File: src/rtl/snn_pkg.sv
// Shared types and constants for the SNN inference sequencer.
package snn_pkg;

  typedef enum logic [2:0] {
    IDLE,
    UNPACK,
    START,
    WAIT_DONE,
    TX,
    TX_WAIT
  } seq_state_t;

  localparam int         IMG_PIXELS = 784;
  localparam logic [7:0] ERR_BYTE   = 8'hFF;

  localparam int ADDR_W     = 10;
  localparam int BYTE_CNT_W = 7;
  localparam int BIT_CNT_W  = 3;
  localparam int WD_CNT_W   = 15;

endpackage

File: src/rtl/pixel_unpacker.sv
// Byte-to-pixel serializer: loads a packed byte and shifts it out LSB first,
// flagging the eighth bit so the sequencer knows when the byte is exhausted.
module pixel_unpacker
  import snn_pkg::*;
(
  input  logic                 clk,
  input  logic                 rst_n,
  input  logic                 i_load,
  input  logic [7:0]           i_data,
  input  logic                 i_shift,
  output logic                 o_bit,
  output logic [BIT_CNT_W-1:0] o_bit_cnt,
  output logic                 o_last_bit
);

  logic [7:0]           r_shreg;
  logic [BIT_CNT_W-1:0] r_bit_cnt;

  // NOTE: sequential state uses non-blocking assignments so every flop samples
  // pre-edge values, independent of the order the always blocks are evaluated.
  always_ff @(posedge clk or negedge rst_n) begin
    if (!rst_n) begin
      r_shreg   <= '0;
      r_bit_cnt <= '0;
    end else if (i_load) begin
      r_shreg   <= i_data;
      r_bit_cnt <= '0;
    end else if (i_shift) begin
      r_shreg   <= {1'b0, r_shreg[7:1]};
      r_bit_cnt <= r_bit_cnt + 1'b1;
    end
  end

  assign o_bit      = r_shreg[0];
  assign o_bit_cnt  = r_bit_cnt;
  assign o_last_bit = (r_bit_cnt == '1);

endmodule

File: src/rtl/snn_sequencer.sv
// Inference sequencer: UART bytes -> 1-bit input RAM -> snn_core -> UART digit.
// Define SNN_SEQ_WATCHDOG_EN to add a core_done watchdog that reports ERR_BYTE.
module snn_sequencer
  import snn_pkg::*;
#(
  parameter int NUM_BYTES = IMG_PIXELS / 8
`ifdef SNN_SEQ_WATCHDOG_EN
  ,
  parameter int TIMEOUT_CYC = 32768
`endif
) (
  input  logic              clk,
  input  logic              rst_n,
  input  logic              rx_rdy,
  input  logic [7:0]        rx_data,
  output logic              clr_rx_rdy,
  output logic              ram_we,
  output logic [ADDR_W-1:0] ram_addr,
  output logic              ram_data,
  output logic              core_start,
  input  logic              core_done,
  input  logic [3:0]        core_digit,
  output logic              tx_start,
  output logic [7:0]        tx_data,
  input  logic              tx_done,
  output logic [3:0]        digit_out,
  output logic              busy
);

  seq_state_t            r_state;
  seq_state_t            w_state_nxt;
  logic [BYTE_CNT_W-1:0] r_byte_cnt;
  logic                  r_clr_rx_rdy;
  logic [7:0]            r_tx_data;
  logic [3:0]            r_digit_out;

  logic                  w_load;
  logic                  w_shift;
  logic                  w_bit;
  logic [BIT_CNT_W-1:0]  w_bit_cnt;
  logic                  w_last_bit;
  logic                  w_frame_end;
  logic                  w_timeout;

  pixel_unpacker u_unpacker (
    .clk       (clk),
    .rst_n     (rst_n),
    .i_load    (w_load),
    .i_data    (rx_data),
    .i_shift   (w_shift),
    .o_bit     (w_bit),
    .o_bit_cnt (w_bit_cnt),
    .o_last_bit(w_last_bit)
  );

  assign w_frame_end = (r_byte_cnt == BYTE_CNT_W'(NUM_BYTES - 1));

`ifdef SNN_SEQ_WATCHDOG_EN
  logic [WD_CNT_W-1:0] r_wd_cnt;
  logic [WD_CNT_W-1:0] w_wd_cnt_inc;

  // Fires on the WAIT_DONE cycle whose increment lands on TIMEOUT_CYC-1, so
  // tx_start follows core_start by exactly TIMEOUT_CYC cycles.
  assign w_wd_cnt_inc = r_wd_cnt + 1'b1;
  assign w_timeout    = (w_wd_cnt_inc == WD_CNT_W'(TIMEOUT_CYC - 1));

  always_ff @(posedge clk or negedge rst_n) begin
    if (!rst_n) begin
      r_wd_cnt <= '0;
    end else if (r_state == START) begin
      r_wd_cnt <= '0;
    end else if (r_state == WAIT_DONE) begin
      r_wd_cnt <= w_wd_cnt_inc;
    end
  end
`else
  assign w_timeout = 1'b0;
`endif

  always_ff @(posedge clk or negedge rst_n) begin
    if (!rst_n) begin
      r_state <= IDLE;
    end else begin
      r_state <= w_state_nxt;
    end
  end

  // NOTE: every signal written here gets a default first, so no path through
  // the case leaves a value unassigned and no latch is inferred.
  always_comb begin
    w_state_nxt = r_state;
    w_load      = 1'b0;
    w_shift     = 1'b0;
    case (r_state)
      IDLE: begin
        if (rx_rdy) begin
          w_load      = 1'b1;
          w_state_nxt = UNPACK;
        end
      end
      UNPACK: begin
        w_shift = 1'b1;
        if (w_last_bit) begin
          w_state_nxt = w_frame_end ? START : IDLE;
        end
      end
      START:     w_state_nxt = WAIT_DONE;
      WAIT_DONE: begin
        if (core_done || w_timeout) begin
          w_state_nxt = TX;
        end
      end
      TX:        w_state_nxt = TX_WAIT;
      TX_WAIT: begin
        if (tx_done) begin
          w_state_nxt = IDLE;
        end
      end
      default:   w_state_nxt = IDLE;
    endcase
  end

  always_ff @(posedge clk or negedge rst_n) begin
    if (!rst_n) begin
      r_byte_cnt   <= '0;
      r_clr_rx_rdy <= 1'b0;
      r_tx_data    <= 8'h00;
      r_digit_out  <= 4'h0;
    end else begin
      r_clr_rx_rdy <= w_load;
      if (r_state == START) begin
        r_byte_cnt <= '0;
      end else if (w_shift && w_last_bit && !w_frame_end) begin
        r_byte_cnt <= r_byte_cnt + 1'b1;
      end
      // core_done takes priority over a coincident watchdog expiry.
      if (r_state == WAIT_DONE) begin
        if (core_done) begin
          r_digit_out <= core_digit;
          r_tx_data   <= {4'h0, core_digit};
        end else if (w_timeout) begin
          r_tx_data   <= ERR_BYTE;
        end
      end
    end
  end

  assign clr_rx_rdy = r_clr_rx_rdy;
  assign ram_we     = (r_state == UNPACK);
  assign ram_addr   = ram_we ? {r_byte_cnt, w_bit_cnt} : '0;
  assign ram_data   = ram_we & w_bit;
  assign core_start = (r_state == START);
  assign tx_start   = (r_state == TX);
  assign tx_data    = r_tx_data;
  assign digit_out  = r_digit_out;
  assign busy       = (r_state != IDLE);

endmodule

File: config.mk
export PLATFORM = sky130hd
export DESIGN_NAME = snn_sequencer
export DESIGN_NICKNAME = d
export VERILOG_FILES = /design/src/rtl/snn_pkg.sv /design/src/rtl/pixel_unpacker.sv /design/src/rtl/snn_sequencer.sv
export SDC_FILE = /design/constraint.sdc
export NUM_CORES = 1
export LEC_CHECK = 0
export ABC_CLOCK_PERIOD_IN_PS = 2300
export CORE_ASPECT_RATIO = 0.6
export CORE_MARGIN = 1.5
export CORE_UTILIZATION = 46
export DETAILED_ROUTE_END_ITERATION = 8
export PLACE_DENSITY = 0.83
export SLEW_MARGIN = 5
export SYNTH_ARGS = -nofsm -noshare
export SYNTH_HDL_FRONTEND = slang
export SYNTH_HIERARCHICAL = 1
export SYNTH_SLANG_ARGS = --single-unit
File: constraint.sdc
create_clock -name clk -period 2.3 [get_ports clk]
set_input_delay 0.575 -clock clk [delete_from_list [all_inputs] [get_ports clk]]
set_output_delay 0.575 -clock clk [all_outputs]
set_load 0.05 [all_outputs]
==> metrics.cfg, run 1 <==
[synthesis]
yosysSeqAreaShare=0.4610
async_flop_share=1.000
synthDistinctLibCells=33
yosysMostFrequentCell=dfrtp_1
synthTopCellsByCount=dfrtp_1 (26), nand2_1 (19), mux2i_1 (15)
synthCells=138
synth_top_cell_by_area=dfrtp_1
ys_ff_latch=26
syn_avg_cell_area_um2=10.23
synth-edff-count=0
synth_area_um2=1411
synth_flop_cell=dfrtp_1
synth.top_cell.area_share=0.4610
netlist_top_cells_area=dfrtp_1 (46%), mux2i_1 (11%), nand2_1 (5.1%)
synth_warnings=6

[pwr]
p_sw_frac=0.4304
p_leak_nw=0.9890
p_switching_mw=1.174
intPower_mw=1.554
clkPwrFrac=0.139
seq_power_share=0.271
power_frac_comb=0.590
p_per_area_nw_per_um2=1348
peakVddDrop_uv=889.0

[die]
coreArea_um2=2890
ios=45
std_cell_rows=15
initial_utilization=0.4883
die-area_um2=3420
fp.dieH_um=45.91
dieWidth_um=74.51

[placed_design]
place_congestion=0.7748
dpl.cell_count=212
dpl_worst_slack_ns=0.3378
dp_hpwl_mm=2.036
port_buffers=40

[setup_path]
crit_fanout=10
required_ns=1.73
crit_type=flip-flop to primary output
reg2reg_depth=5
startpoint=r_state[0]
r2r_slack_ns=0.61
arrival_ns=1.63
r2r_end=r_state[0]
crit_path_end_kind=primary output
endpoint=core_start
r2r-start=u_unpacker/o_bit_cnt[0]
start_kind=flip-flop

[flow_run]
cap_violations=0

[hold_path]
hold_class=flip-flop to flip-flop

[final_layout]
synthToLayoutAreaGrowth_pct=43.35
finish.utilization=0.7000
nets=196
antennaDiodeCount=0
final_layout_size_suffix_gt1_frac=0.2126
fillers=227
final_cell_count_no_fill=216

[global_routing]
grt_max_degree=27
grt_overflow=0
met3_usage=0.05973
track_usage=0.1861
grt_pass1_wl_mm=4.554
met1_usage=0.2348
top_usage_layer=met2
grt_pass1_vias=1004
antenna_found_initial=0
grt_use_met2=0.2946

[clock_network]
cts_max_level=1
cts_tree=yes
cts.sink_count=26
worstSkewPairLatency_ns=0.27
clockRootBuffer=clkbuf_8
cts_buffers=3
cts.path.max_buffers=2
clkTransAtPathRegs_ns=0.09

[routing]
drtIter0Drc=49
postRouteAntennaNets=0
drt_wl_total_mm=2.789
routedWlPerCell_um=12.91
vias_per_cell=5.069
firstDrtPassIters=4
vias=1095
drc_errors=0

[sta]
relSlewSlack=0.6616
finalWorstSetupSlack_ns=0.09099
clock_skew_ns=0.003567
rsz0062_at_grt=no
finalHoldViolations=0
worst_pin_slew_ns=0.5060
fin_hold_ws_ns=0.5155
finalSetupViolCount=0
finalCritPeriodShare=0.9604
fin_crit_ns=2.209
slew_violations=0
tns_ns=0
fmax_mhz=452.7

[status]
outcome=finished clean

-- registers in the layout (all words and copies together), names as in the netlist --
| signal | count |
|---|---|
| r_state | 3 |
| digit_out | 4 |
| u_unpacker/o_bit_cnt | 3 |
| clr_rx_rdy | 1 |
| u_unpacker/r_shreg | 8 |
| r_byte_cnt | 7 |
-- layout by cell type, fill, tap and decap left out, types with 2 or more instances in the layout --
master / n
and2_1: 11
buf_12: 13
buf_4: 6
clkbuf_8: 3
clkdlybuf4s50_1: 25
conb_1: 4
dfrtp_1: 24
dfrtp_2: 2
ha_1: 4
inv_1: 3
mux2_2: 4
mux2i_1: 15
nand2_1: 19
nand3b_1: 2
nand4_1: 4
nor2_1: 6
nor3b_2: 2
o21ai_0: 2
o21ai_1: 6
or3_1: 2
-- metal layers --
metal,vias up,part of all wire
li1,534,-
met1,506,0.45
met2,46,0.45
met3,9,0.068
met4,0,0.024
met5,-,0
-- through the flow --
stage / instance area [um^2] / power (mW)
finish: 2023 / 2.727
global route: 2023 / 2.878
CTS: 2017 / 2.736
detailed placement: 1946 / 2.359
global placement: 1946 / 2.297
floorplan: 1429 / 1.703
-- worst min path at each step --
stage | depth (start not counted) | to | start
after floorplan | 0 | clr_rx_rdy | rst_n
after global placement | 1 | u_unpacker/r_shreg[7] | u_unpacker/r_shreg[7]
after detailed placement | 1 | u_unpacker/r_shreg[7] | u_unpacker/r_shreg[7]
after CTS | 1 | u_unpacker/r_shreg[7] | u_unpacker/r_shreg[7]
after global routing | 1 | u_unpacker/r_shreg[7] | u_unpacker/r_shreg[7]
final | 1 | u_unpacker/r_shreg[7] | u_unpacker/r_shreg[7]
-- final cells by class --
class | instances | area [um^2] | area share
Multi-Input combinational cell | 96 | 668.1 | 0.3302
Sequential cell | 26 | 653.1 | 0.3228
Timing Repair Buffer | 45 | 566.8 | 0.2801
Tap cell | 42 | 52.55 | 0.02597
Clock buffer | 3 | 41.29 | 0.02041
Clock inverter | 1 | 30.03 | 0.01484
Inverter | 3 | 11.26 | 0.005566
-- logic make-up after synthesis --
kind of cell	share of synthesized area
multiplexers	0.1383
XOR/XNOR	0.006207
flip-flops	0.4610
buffers and inverters	0.08067
AND/OR/NAND/NOR	0.2145
adder cells (fa/ha/maj)	0.03546
AO/OA/AOI/OAI	0.06118
other	0.002657
-- power groups by stage --
stage,Sequential (mW),Clock [mW],Combinational [mW]
after CTS,0.736,0.384,1.62
final,0.739,0.378,1.61
after floorplan,0.754,0,0.948
after global routing,0.764,0.407,1.71
after detailed placement,0.745,0,1.61
after global placement,0.732,0,1.57
-- repair_timing --
item | CTS | global route
buffers inserted | 0 | 0
hold buffers | 0 | 0
gates resized for setup | 0 | 3
endpoints found under the setup margin | 0 | 5
-- critical path, stage by stage, from the launching register on --
cell,delay [ns]
dfrtp_2,0.48
or3b_2,0.60
inv_1,0.14
buf_12,0.14
Note: power is estimated with default switching activity, not from simulation.
==> run 2: changes to the inputs <==
HOLD_SLACK_MARGIN = 0.03   (was unset)
==> results of run 2 <==
No change in the layout: final DEF, timing and power equal those of run 1.
==> run 3: changes to the inputs <==
CAP_MARGIN = 20   (was unset)
TNS_END_PERCENT = 100   (was unset)
==> results of run 3 <==
No change in the layout: final DEF, timing and power equal those of run 1.
